**config.mk**
```make
export PLATFORM = sky130hd
export DESIGN_NAME = reg_readout_serializer
export DESIGN_NICKNAME = d
export VERILOG_FILES = /design/src/rtl/reg_readout_serializer.sv
export SDC_FILE = /design/constraint.sdc
export NUM_CORES = 1
export LEC_CHECK = 0
export CORE_MARGIN = 2
export CORE_UTILIZATION = 48
export DETAILED_ROUTE_END_ITERATION = 6
export GPL_TIMING_DRIVEN = 1
export HOLD_SLACK_MARGIN = 0.05
export PLACE_DENSITY_LB_ADDON = 0.15
export SYNTH_ARGS = -nofsm -noshare
export SYNTH_HDL_FRONTEND = slang
export SYNTH_SLANG_ARGS = --single-unit
export TNS_END_PERCENT = 50
```
**constraint.sdc**
```tcl
create_clock -name clk -period 2.8 [get_ports clk]
set_input_delay 0.84 -clock clk [delete_from_list [all_inputs] [get_ports clk]]
set_output_delay 0.84 -clock clk [all_outputs]
set_load 0.005 [all_outputs]
```
**src/rtl/reg_readout_serializer.sv**
```systemverilog
// Register readout serializer: snapshots a DATA_WIDTH-bit word on request
// and streams it out LSB slice first as OUT_WIDTH-bit beats over valid/ready.
// Every output comes straight from a flop, so nothing combinational reaches
// the pins from i_out_ready or i_capture_req.
//
// state | meaning
// ------+-------------------------------------------------------------
// IDLE  | waiting for i_capture_req; all beat outputs held at zero
// SEND  | presenting shadow beat 'beat'; advances on each handshake
// DONE  | one-cycle o_done pulse, then back to IDLE unconditionally
module reg_readout_serializer #(
    parameter int DATA_WIDTH = 32,
    parameter int OUT_WIDTH  = 8
) (
    input  logic                  clk,
    input  logic                  arst,
    input  logic                  i_capture_req,
    input  logic [DATA_WIDTH-1:0] i_data,
    output logic                  o_busy,
    output logic                  o_out_valid,
    input  logic                  i_out_ready,
    output logic [OUT_WIDTH-1:0]  o_out_data,
    output logic                  o_out_last,
    output logic                  o_done
);

    localparam int NBEATS = DATA_WIDTH / OUT_WIDTH;
    localparam int BEAT_W = $clog2(NBEATS);
    localparam logic [BEAT_W-1:0] LAST_BEAT = BEAT_W'(NBEATS - 1);

    typedef enum logic [1:0] {
        IDLE = 2'd0,
        SEND = 2'd1,
        DONE = 2'd2
    } state_t;

    state_t                  state_q, state_d;
    logic [BEAT_W-1:0]       beat_q, beat_d;
    logic [DATA_WIDTH-1:0]   shadow_q, shadow_d;
    logic                    busy_q, busy_d;
    logic                    out_valid_q, out_valid_d;
    logic [OUT_WIDTH-1:0]    out_data_q, out_data_d;
    logic                    out_last_q, out_last_d;
    logic                    done_q, done_d;
    logic [OUT_WIDTH-1:0]    beat_slice;

    // Next-state logic; outputs are derived from the next state so that the
    // registered outputs line up with the state they describe.
    always_comb begin
        state_d  = state_q;
        beat_d   = beat_q;
        shadow_d = shadow_q;

        case (state_q)
            IDLE: begin
                if (i_capture_req) begin
                    shadow_d = i_data;
                    beat_d   = '0;
                    state_d  = SEND;
                end
            end
            SEND: begin
                if (i_out_ready) begin
                    if (beat_q == LAST_BEAT) begin
                        state_d = DONE;
                    end else begin
                        beat_d = beat_q + BEAT_W'(1);
                    end
                end
            end
            DONE: begin
                state_d = IDLE;
            end
            default: begin
                state_d = IDLE;
            end
        endcase

        beat_slice = '0;
        for (int i = 0; i < NBEATS; i++) begin
            if (beat_d == BEAT_W'(i)) begin
                beat_slice = shadow_d[i*OUT_WIDTH +: OUT_WIDTH];
            end
        end

        busy_d      = (state_d != IDLE);
        out_valid_d = (state_d == SEND);
        out_data_d  = (state_d == SEND) ? beat_slice : '0;
        out_last_d  = (state_d == SEND) && (beat_d == LAST_BEAT);
        done_d      = (state_d == DONE);
    end

    // State and registered outputs; synchronous reset wins over everything.
    always_ff @(posedge clk) begin
        if (arst) begin
            state_q     <= IDLE;
            beat_q      <= '0;
            shadow_q    <= '0;
            busy_q      <= 1'b0;
            out_valid_q <= 1'b0;
            out_data_q  <= '0;
            out_last_q  <= 1'b0;
            done_q      <= 1'b0;
        end else begin
            state_q     <= state_d;
            beat_q      <= beat_d;
            shadow_q    <= shadow_d;
            busy_q      <= busy_d;
            out_valid_q <= out_valid_d;
            out_data_q  <= out_data_d;
            out_last_q  <= out_last_d;
            done_q      <= done_d;
        end
    end

    assign o_busy      = busy_q;
    assign o_out_valid = out_valid_q;
    assign o_out_data  = out_data_q;
    assign o_out_last  = out_last_q;
    assign o_done      = done_q;

endmodule

```
==> out/results.ini, run 1 <==
[yosys]
synth-xor-area-share_pct = 0
synth_edf_count = 0
syn_area_sq_um = 1930
synth_seq_area_share_pct = 49.7
postSynthCellCount = 192
synthMuxAreaShare_pct = 17.0
syn-num-nets = 228
ys_types = 31
synthAdderAreaFrac_pct = 0
async_flop_share_pct = 0
synth_top_family_by_area = multiplexers
synth_top_flop_cell = dfxtp_1
ys_ff_latch = 48
synth_area_leaders = dfxtp_1 (50%), mux2i_1 (13%), nor2_1 (5.6%)
synth.top_cell.area_share_pct = 49.7
ys_warn_count = 0
synth_top_cell_by_area = dfxtp_1
synthSimpleGateAreaFrac_pct = 16.4
synth_compound_area_share_pct = 11.9
syn_area_per_cell_sq_um = 10.1

[worst_hold_path]
min_from = shadow_q[10]
min_path_type = flop to flop

[worst_setup_path]
cp_cell_sequence = clkdlybuf4s50_1, nor3b_4, buf_12, mux2_2, a2111oi_0, buf_4, a211oi_1
worst-path-max-fanout = 11
critPathSlowestCell = a2111oi_0
slowest_delay_ps = 490
cp_data_required_time_ps = 2960
reg2reg_from = state_q[0]
startpoint_type = input port
arrival_ps = 2770
critPathLaunch = i_capture_req
worstSetupPathType = input port to flop
crit_path_end_kind = flop

[sta]
hold_viol = 0
max_slew_margin_pct = 68.8
skew_ps = 5.21
fmax_mhz = 383
setup_viol = 0
fin_crit_sh_pct = 93.2
slew_violations = 0
rsz0062_at_grt = false
tightest_slew_ps = 456
post-route-min-period_ps = 2610

[clock_network]
cts_hold_buf = 0
ctsHtreeMaxLevel = 2
clk_pin_slew_ps = 80
cts_root_buf = clkbuf_8
clk_path_buf_depth = 2
clkLatencyLatePin_ps = 290
clock_sinks = 48
cts_tree = yes
cts_made_buffers = 5
post_cts_buffers = 0

[routing]
postRouteAntennaNets = 0
drc = 0
drtIter0Drc = 70
firstDrtPassIters = 4
wirelength_microns = 4090
viasPerCell = 5.14
routedWlPerCell_microns = 13.5
vias = 1556

[global_routing]
globalRouteTotalUtil_pct = 19.4
antenna_found_initial = 0
grt_pass1_wl_microns = 6520
grt_pass1_vias = 1449
grt_overflow_total = 0
grt_max_degree = 37

[layout]
final.fill_count = 306
regArea_sq_um = 961
insertedDiodeCount = 0
drive_gt1_share_pct = 15.8
multi_input_area_sq_um = 891
area_growth_pct = 37.8
final_cell_mix = dfxtp_1 (48), clkdlybuf4s50_1 (47), nor2_1 (29)
fin_util_pct = 67.6
layout_commonest_cell = dfxtp_1
nNetsFinal = 290

[floorplan]
chipWidth_microns = 67.5
die_area_sq_um = 4550
start_util_pct = 49.1
die_h_microns = 67.5
io_pins = 48
core_sq_um = 3940
rows = 23

[placed_design]
hpwl_microns = 3060
globalplace.congestion = 0.823
io_buffers = 47

[pwr]
peakVddDrop_mv = 0.408
power_density_nw_per_um2 = 541
power_mw = 1.44
power.leakage_nw = 1.07

[job]
drv_cap = 0

[run_status]
status = finished clean

Yosys cell counts (3+ instances only):
| cell type | count |
|---|---|
| a2111oi_0 | 7 |
| a211oi_1 | 7 |
| a21oi_1 | 10 |
| clkbuf_1 | 4 |
| dfxtp_1 | 48 |
| inv_1 | 3 |
| mux2_2 | 7 |
| mux2i_1 | 25 |
| nand2_1 | 6 |
| nor2_1 | 29 |
| nor2b_1 | 10 |
| nor3_1 | 11 |
layout make-up:
cell class	instances	area share, %
inverter	3	0.423
tap	50	2.35
multi-input combinational	128	33.4
clock inverter	1	1.13
sequential	48	36.1
clock buffer	5	2.58
timing repair buffer	68	24.0
flip-flops by register name, summed over array words and instances, names as in the netlist:
name / cells
o_out_last: 1
beat_q: 2
o_out_valid: 1
state_q: 2
o_busy: 1
o_out_data: 8
o_done: 1
shadow_q: 32
through the flow:
stage | setup slack, ps | hold WS [ps] | TNS, ps | std cells | area [sq um]
after floorplan | 591 | 455 | 0 | 192 | 1930
after global placement | -245 | 467 | -683 | 297 | 2550
after detailed placement | -315 | 477 | -891 | 297 | 2550
after CTS | 46.7 | 498 | 0 | 303 | 2650
after global routing | 12.1 | 532 | 0 | 303 | 2670
final | 191 | 493 | 0 | 303 | 2670
power breakdown:
group          internal [mW]  switching (mW)  leakage (nW)  total [mW]
clock network          0.256           0.208        0.0501       0.464
registers              0.720          0.0134         0.394       0.733
logic                  0.142           0.101         0.623       0.243
worst max-delay path, delay by kind of cell:
family	cells	cell delay, ps
buffers and inverters	3	830
AOI/OAI and AO/OA	2	530
muxes	1	340
and+or+nand+nor	1	220
layer usage:
metal | routed length, microns | global-route usage [%] | up-vias
li1 | - | - | 797
met1 | 1830 | 24.0 | 727
met2 | 2070 | 33.1 | 27
met3 | 140 | 4.50 | 5
met4 | 48 | 6.12 | 0
met5 | 0 | 0 | -
path summary, 6_finish.rpt:
path | to | slack, ps | depth (start not counted)
worst max-delay path | o_out_data[3] | 190 | 7
worst min-delay path | shadow_q[10] | 490 | 2
worst max register to register | o_out_data[3] | 730 | 6
worst min register to register | shadow_q[10] | 490 | 2
kinds of logic (layout without fill, tap and decap cells):
| kind of cell | Yosys count | count (layout) |
|---|---|---|
| and+or+nand+nor | 64 | 64 |
| AOI/OAI and AO/OA | 32 | 32 |
| muxes | 32 | 32 |
| DFF | 48 | 48 |
| buffers and inverters | 16 | 77 |
timing repair:
item | in CTS | in global routing
pin swaps | 0 | 0
endpoints found under the hold margin | 0 | 0
resized for setup | 1 | 4
endpoints found under the setup margin | 1 | 3
Power figures use the tool's default switching activity.
==> run 2: changes to the inputs <==
--- a/config.mk
+++ b/config.mk
@@ -5,11 +5,12 @@
 export SDC_FILE = /design/constraint.sdc
 export NUM_CORES = 1
 export LEC_CHECK = 0
+export ABC_AREA = 1
 export CORE_MARGIN = 2
-export CORE_UTILIZATION = 48
+export CORE_UTILIZATION = 30
 export DETAILED_ROUTE_END_ITERATION = 6
 export GPL_TIMING_DRIVEN = 1
-export HOLD_SLACK_MARGIN = 0.05
+export HOLD_SLACK_MARGIN = 0.03
 export PLACE_DENSITY_LB_ADDON = 0.15
 export SYNTH_ARGS = -nofsm -noshare
 export SYNTH_HDL_FRONTEND = slang
==> run 2 against run 1 <==
Effect of this change:
- critical path depth is 1 higher
- combinational power grew 9.5%
- sequential power about the same
- maximum frequency increased by 7.5%
- synthesized cell count increased by 57%
- area after synthesis rose by 14%
- clock skew rose by 4.5 ps
- largest power group unchanged
- utilization is 28 points lower
- clock power grew 8.6%
- final cell count increased by 47%
- power rose by 4.4%
- sequential cell count unchanged
==> out/results.ini, run 2 <==
[placed_design]
hpwl_microns = 3780  ; was 3060 microns
io_buffers = 47  ; unchanged
dpl_cell_area_sq_um = 2740  ; was 2550 sq um
globalplace.congestion = 0.764  ; was 0.823

[worst_setup_path]
arrival_ps = 2640  ; was 2770 ps
crit_path_end_kind = flop  ; unchanged
crit_end = o_out_data[1]  ; was o_out_data[3]
worst-r2r-cell-count = 9  ; was 6
critPathLaunch = i_capture_req  ; unchanged
worst-path-max-fanout = 24  ; was 11
rr_endpoint = o_out_data[2]  ; was o_out_data[3]
startpoint_type = input port  ; unchanged
cp_data_required_time_ps = 3020  ; was 2960 ps
reg2reg_from = state_q[0]  ; unchanged
worstSetupPathType = input port to flop  ; unchanged
reg2reg_slack_ps = 1130  ; was 730 ps

[sta]
hold_viol = 0  ; unchanged
finalSetupTns_ps = 0  ; unchanged
fmax_mhz = 412  ; was 383 MHz
post-route-min-period_ps = 2430  ; was 2610 ps
skew_ps = 9.75  ; was 5.21 ps
hold-worst-slack_ps = 473  ; was 493 ps
setup_viol = 0  ; unchanged
slew_violations = 0  ; unchanged
tightest_slew_ps = 497  ; was 456 ps
rsz0062_at_grt = false  ; unchanged
max_slew_margin_pct = 66.8  ; was 68.8%
fin_crit_sh_pct = 86.7  ; was 93.2%

[worst_hold_path]
min_path_type = flop to flop  ; unchanged

[clock_network]
cts-resized-gates = 0  ; was 1
clkLatencyLatePin_ps = 310  ; was 290 ps
cts_hold_buf = 0  ; unchanged
cts_root_buf = clkbuf_8  ; unchanged
post_cts_buffers = 0  ; unchanged
clk_pin_slew_ps = 90  ; was 80 ps
ctsHtreeMaxLevel = 2  ; unchanged
cts_made_buffers = 5  ; unchanged
clk_path_buf_depth = 2  ; unchanged
clock_sinks = 48  ; unchanged
cts_tree = yes  ; unchanged

[yosys]
synth_edf_count = 0  ; unchanged
ys_types = 23  ; was 31
postSynthCellCount = 301  ; was 192
async_flop_share_pct = 0  ; unchanged
synth_top_cell_by_area = dfxtp_1  ; unchanged
yosys-top-cells-count = nand2_1 (94), dfxtp_1 (48), nand3_1 (39)  ; was dfxtp_1 (48), nor2_1 (29), mux2i_1 (25)
ys_warn_count = 0  ; unchanged
synth_area_leaders = dfxtp_1 (44%), nand2_1 (16%), nand3_1 (8.8%)  ; was dfxtp_1 (50%), mux2i_1 (13%), nor2_1 (5.6%)
synth.top_cell.area_share_pct = 43.5  ; was 49.7%
syn-num-nets = 337  ; was 228
synth_top_flop_cell = dfxtp_1  ; unchanged
ys_ff_latch = 48  ; unchanged
synth_most_common_cell = nand2_1  ; was dfxtp_1
synth_seq_area_share_pct = 43.5  ; was 49.7%
syn_area_sq_um = 2210  ; was 1930 sq um
syn_area_per_cell_sq_um = 7.33  ; was 10.1 sq um

[pwr]
peakVddDrop_mv = 0.181  ; was 0.408 mV
power.leakage_nw = 1.31  ; was 1.07 nW
power.internal_mw = 1.11  ; was 1.12 mW
power_mw = 1.50  ; was 1.44 mW
seq_power_share_pct = 48.8  ; was 50.9%
comb_power_share_pct = 17.7  ; was 16.8%
swShare_pct = 26.4  ; was 22.4%
clock_power_share_pct = 33.5  ; was 32.2%
p_sw_mw = 0.396  ; was 0.322 mW
power_density_nw_per_um2 = 528  ; was 541 nW/um^2

[layout]
area_growth_pct = 29.1  ; was 37.8%
nNetsFinal = 382  ; was 290
finalInstanceArea_sq_um = 2850  ; was 2670 sq um
largest_register_ffs = 32  ; unchanged
drive_gt1_share_pct = 11.0  ; was 15.8%
top_register = shadow_q  ; unchanged
layout_commonest_cell = nand2_1  ; was dfxtp_1
final_cell_mix = nand2_1 (94), dfxtp_1 (48), clkdlybuf4s50_1 (47)  ; was dfxtp_1 (48), clkdlybuf4s50_1 (47), nor2_1 (29)
insertedDiodeCount = 0  ; unchanged
fin_util_pct = 39.7  ; was 67.6%

[run_status]
status = finished clean  ; unchanged

[floorplan]
die_area_sq_um = 8060  ; was 4550 sq um
start_util_pct = 30.8  ; was 49.1%
chipWidth_microns = 89.8  ; was 67.5 microns
io_pins = 48  ; unchanged
core_sq_um = 7180  ; was 3940 sq um
die_h_microns = 89.8  ; was 67.5 microns
rows = 31  ; was 23

[routing]
routedWlPerCell_microns = 11.8  ; was 13.5 microns
drc = 0  ; unchanged
postRouteAntennaNets = 0  ; unchanged
vias = 1969  ; was 1,556
firstDrtPassIters = 4  ; unchanged
drtIter0Drc = 82  ; was 70
viasPerCell = 4.41  ; was 5.14
wirelength_microns = 5250  ; was 4090 microns

[global_routing]
grt_pass1_vias = 1842  ; was 1,449
antenna_found_initial = 0  ; unchanged
globalRouteTotalUtil_pct = 13.6  ; was 19.4%
grt_max_degree = 25  ; was 37
grt_overflow_total = 0  ; unchanged
grt_pass1_wl_microns = 8800  ; was 6520 microns

[job]
drv_cap = 0  ; unchanged

## run 2: changes by cell type after synthesis, moves of 8 or more
cell | previous run | this run
o21ai_2 | 0 | 10
nor2b_1 | 10 | 0
mux2i_1 | 25 | 0
a21oi_1 | 10 | 22
o21ai_1 | 0 | 9
nand3_1 | 0 | 39
inv_1 | 3 | 28
nand2_1 | 6 | 94
nor3_1 | 11 | 3
nor2_1 | 29 | 17
## run 2: layout make-up
type | count | area, sq um
fillers | 754 | 4330
multi-input cells | 208 | 1010
flip-flops and latches | 48 | 961
repair buffers | 52 | 520
well taps | 99 | 124
inverters | 31 | 121
clock buffers | 5 | 68.8
clock inverters | 3 | 42.5
## run 2: worst min path at each step
stage | cells past startpoint | startpoint | to
final | 2 | shadow_q[17] | shadow_q[17]
after global routing | 2 | shadow_q[17] | shadow_q[17]
after CTS | 2 | shadow_q[17] | shadow_q[17]
after detailed placement | 2 | shadow_q[17] | shadow_q[17]
after global placement | 2 | shadow_q[16] | shadow_q[16]
after floorplan | 2 | shadow_q[16] | shadow_q[16]
## run 2: cells by family after synthesis
family          after synthesis  synth area share [%]
simple gates                166                  34.1
buf+inv                      45                  10.7
compound gates               42                  11.7
flops                        48                  43.5
## run 2: power groups by stage
stage	logic [mW]	clock network, mW	registers [mW]
floorplan	0.164	0	0.749
global placement	0.267	0	0.751
detailed placement	0.268	0	0.751
CTS	0.270	0.522	0.735
global route	0.298	0.553	0.738
finish	0.266	0.504	0.734
## run 2: layer usage
layer,track usage (%),part of all wire [%],vias to the layer above
li1,-,-,1044
met1,18.4,47,857
met2,20.6,45,60
met3,4.19,6.4,8
met4,4.49,1.7,0
met5,0,0,-
## run 2: stage by stage
stage	instances	setup WS (ps)
after global routing	446	186
after CTS	446	356
after global placement	438	85.0
after detailed placement	438	35.7
after floorplan	301	1040
final	446	373
## run 2: critical path, stage by stage
cell and delay, ps:
clkdlybuf4s50_1 760, o21ai_1 150, nand2_1 100, nand2_2 290
o21ai_1 250, nand3_1 130, nand2_1 90, inv_1 30
==> run 3: changes to the inputs <==
--- a/config.mk
+++ b/config.mk
@@ -6,7 +6,6 @@
 export NUM_CORES = 1
 export LEC_CHECK = 0
 export ABC_AREA = 1
-export CORE_MARGIN = 2
 export CORE_UTILIZATION = 30
 export DETAILED_ROUTE_END_ITERATION = 6
 export GPL_TIMING_DRIVEN = 1
==> constraint.sdc (replaced) <==
create_clock -name clk -period 2.8 [get_ports clk]
set_input_delay 0.84 -clock clk [delete_from_list [all_inputs] [get_ports clk]]
set_output_delay 0.84 -clock clk [all_outputs]
set_load 0.1 [all_outputs]
==> run 3 against run 2 <==
Effect of this change:
- worst hold slack got worse by 0.64 ps
- largest power group unchanged
- cell area rose by 0.48%
- global-route usage rose by 1.0 points
- setup slack improved by 210 ps
- clock skew barely moved
- via count fell by 2.0%
- utilization rose by 1.5 points
- sequential cell count did not move
- critical path depth rose by 2
- power rose by 17%
- clock power rose by 37%
==> out/results.ini, run 3 (synthesis gave the netlist of run 2 again) <==
[pwr]
swShare_pct = 26.8  ; was 26.4%
clock_power_share_pct = 39.4  ; was 33.5%
power.internal_mw = 1.29  ; was 1.11 mW
seq_power_share_pct = 41.8  ; was 48.8%
comb_power_share_pct = 18.9  ; was 17.7%
p_sw_mw = 0.470  ; was 0.396 mW
power_density_nw_per_um2 = 614  ; was 528 nW/um^2
power.leakage_nw = 1.35  ; was 1.31 nW
peakVddDrop_mv = 0.271  ; was 0.181 mV

[sta]
fin_crit_sh_pct = 79.3  ; was 86.7%
slew_violations = 0  ; unchanged
rsz0062_at_grt = false  ; unchanged
finalSetupTns_ps = 0  ; unchanged
fmax_mhz = 450  ; was 412 MHz
hold-worst-slack_ps = 473  ; about the same
fin_ws_ps = 579  ; was 373 ps
max_slew_margin_pct = 67.2  ; was 66.8%
hold_viol = 0  ; unchanged
tightest_slew_ps = 490  ; was 497 ps
skew_ps = 9.97  ; was 9.75 ps
setup_viol = 0  ; unchanged
post-route-min-period_ps = 2220  ; was 2430 ps

[layout]
top_register = shadow_q  ; unchanged
largest_register_ffs = 32  ; unchanged
nNetsFinal = 382  ; unchanged
regArea_sq_um = 961  ; unchanged
insertedDiodeCount = 0  ; unchanged
finalInstanceArea_sq_um = 2860  ; was 2850 sq um
final_cell_mix = nand2_1 (94), dfxtp_1 (48), nand3_1 (39)  ; was nand2_1 (94), dfxtp_1 (48), clkdlybuf4s50_1 (47)
multi_input_area_sq_um = 1010  ; unchanged
area_growth_pct = 29.7  ; was 29.1%
final.fill_count = 759  ; was 754
drive_gt1_share_pct = 14.4  ; was 11.0%
layout_commonest_cell = nand2_1  ; unchanged
fin_util_pct = 41.2  ; was 39.7%

[clock_network]
cts_root_buf = clkbuf_8  ; unchanged
clkLatencyLatePin_ps = 310  ; about the same
clk_pin_slew_ps = 90  ; about the same
clock_sinks = 48  ; unchanged
cts_made_buffers = 5  ; unchanged
cts_tree = yes  ; unchanged
clk_path_buf_depth = 2  ; unchanged
cts_hold_buf = 0  ; unchanged
cts-resized-gates = 0  ; unchanged
ctsHtreeMaxLevel = 2  ; unchanged
post_cts_buffers = 0  ; unchanged

[run_status]
status = finished clean  ; unchanged

[worst_setup_path]
rr_endpoint = o_out_data[4]  ; was o_out_data[2]
cp_data_required_time_ps = 3010  ; was 3020 ps
crit_end = o_out_data[2]  ; was o_out_data[1]
worstSetupPathType = input port to flop  ; unchanged
startpoint_type = input port  ; unchanged
crit_path_end_kind = flop  ; unchanged
arrival_ps = 2430  ; was 2640 ps
worst-r2r-cell-count = 9  ; unchanged
reg2reg_slack_ps = 1120  ; was 1130 ps
critPathLaunch = i_out_ready  ; was i_capture_req
worst-path-max-fanout = 17  ; was 24
reg2reg_from = state_q[0]  ; unchanged

[floorplan]
start_util_pct = 31.8  ; was 30.8%
io_pins = 48  ; unchanged
core_sq_um = 6940  ; was 7180 sq um
die_area_sq_um = 7700  ; was 8060 sq um
die_h_microns = 87.8  ; was 89.8 microns
chipWidth_microns = 87.8  ; was 89.8 microns
rows = 30  ; was 31

[global_routing]
globalRouteTotalUtil_pct = 14.6  ; was 13.6%
grt_pass1_wl_microns = 8500  ; was 8800 microns
grt_overflow_total = 0  ; unchanged
grt_max_degree = 40  ; was 25
antenna_found_initial = 0  ; unchanged
grt_pass1_vias = 1720  ; was 1,842

[placed_design]
hpwl_microns = 3750  ; was 3780 microns
io_buffers = 47  ; unchanged
dpl_cell_area_sq_um = 2700  ; was 2740 sq um
dp_slack_ps = 255  ; was 35.7 ps
globalplace.congestion = 0.763  ; was 0.764

[worst_hold_path]
min_path_type = flop to flop  ; unchanged

[routing]
wirelength_microns = 5300  ; was 5250 microns
drc = 0  ; unchanged
drtIter0Drc = 70  ; was 82
routedWlPerCell_microns = 12.0  ; was 11.8 microns
firstDrtPassIters = 4  ; unchanged
viasPerCell = 4.35  ; was 4.41
postRouteAntennaNets = 0  ; unchanged
vias = 1929  ; was 1,969

[job]
drv_cap = 0  ; unchanged

-- run 3: power by group through the flow --
| stage | Sequential [mW] | Combinational [mW] | Clock, mW |
|---|---|---|---|
| floorplan | 0.816 | 0.164 | 0 |
| CTS | 0.734 | 0.334 | 0.707 |
| global route | 0.738 | 0.361 | 0.733 |
| finish | 0.734 | 0.331 | 0.691 |
| global placement | 0.750 | 0.330 | 0 |
| detailed placement | 0.750 | 0.333 | 0 |
-- run 3: cell type report --
class	instances	area share (%)
sequential	48	33.6
timing repair buffer	52	17.1
multi-input combinational	208	35.3
clock buffer	5	2.40
clock inverter	3	3.15
inverter	31	4.24
tap	96	4.20
-- run 3: per-stage QoR --
stage | cells | total power [mW]
after floorplan | 301 | 0.979
after global placement | 435 | 1.08
after detailed placement | 435 | 1.08
after CTS | 443 | 1.77
final | 443 | 1.76
after global routing | 443 | 1.83
-- run 3: worst min path at each step --
stage / startpoint / end / slack, ps / depth (start not counted)
after global routing: shadow_q[19] / shadow_q[19] / 490 / 2
after floorplan: shadow_q[16] / shadow_q[16] / 450 / 2
after global placement: shadow_q[18] / shadow_q[18] / 460 / 2
after CTS: shadow_q[19] / shadow_q[19] / 470 / 2
after detailed placement: shadow_q[19] / shadow_q[19] / 460 / 2
final: shadow_q[17] / shadow_q[17] / 470 / 2
-- run 3: layer usage --
| layer | global-route usage (%) | up-vias | share of wire, % |
|---|---|---|---|
| li1 | - | 1049 | - |
| met1 | 20.6 | 841 | 53 |
| met2 | 21.8 | 34 | 42 |
| met3 | 3.49 | 5 | 3.5 |
| met4 | 4.47 | 0 | 1.3 |
| met5 | 0 | - | 0 |
-- run 3: critical path: stages --
cell and delay [ps]:
clkdlybuf4s50_1 510, nand2_1 110, inv_1 110, nand2_4 80, a21oi_4 400, nand3_1 150
nand2_1 90, inv_1 40, nand2_1 50, inv_1 40
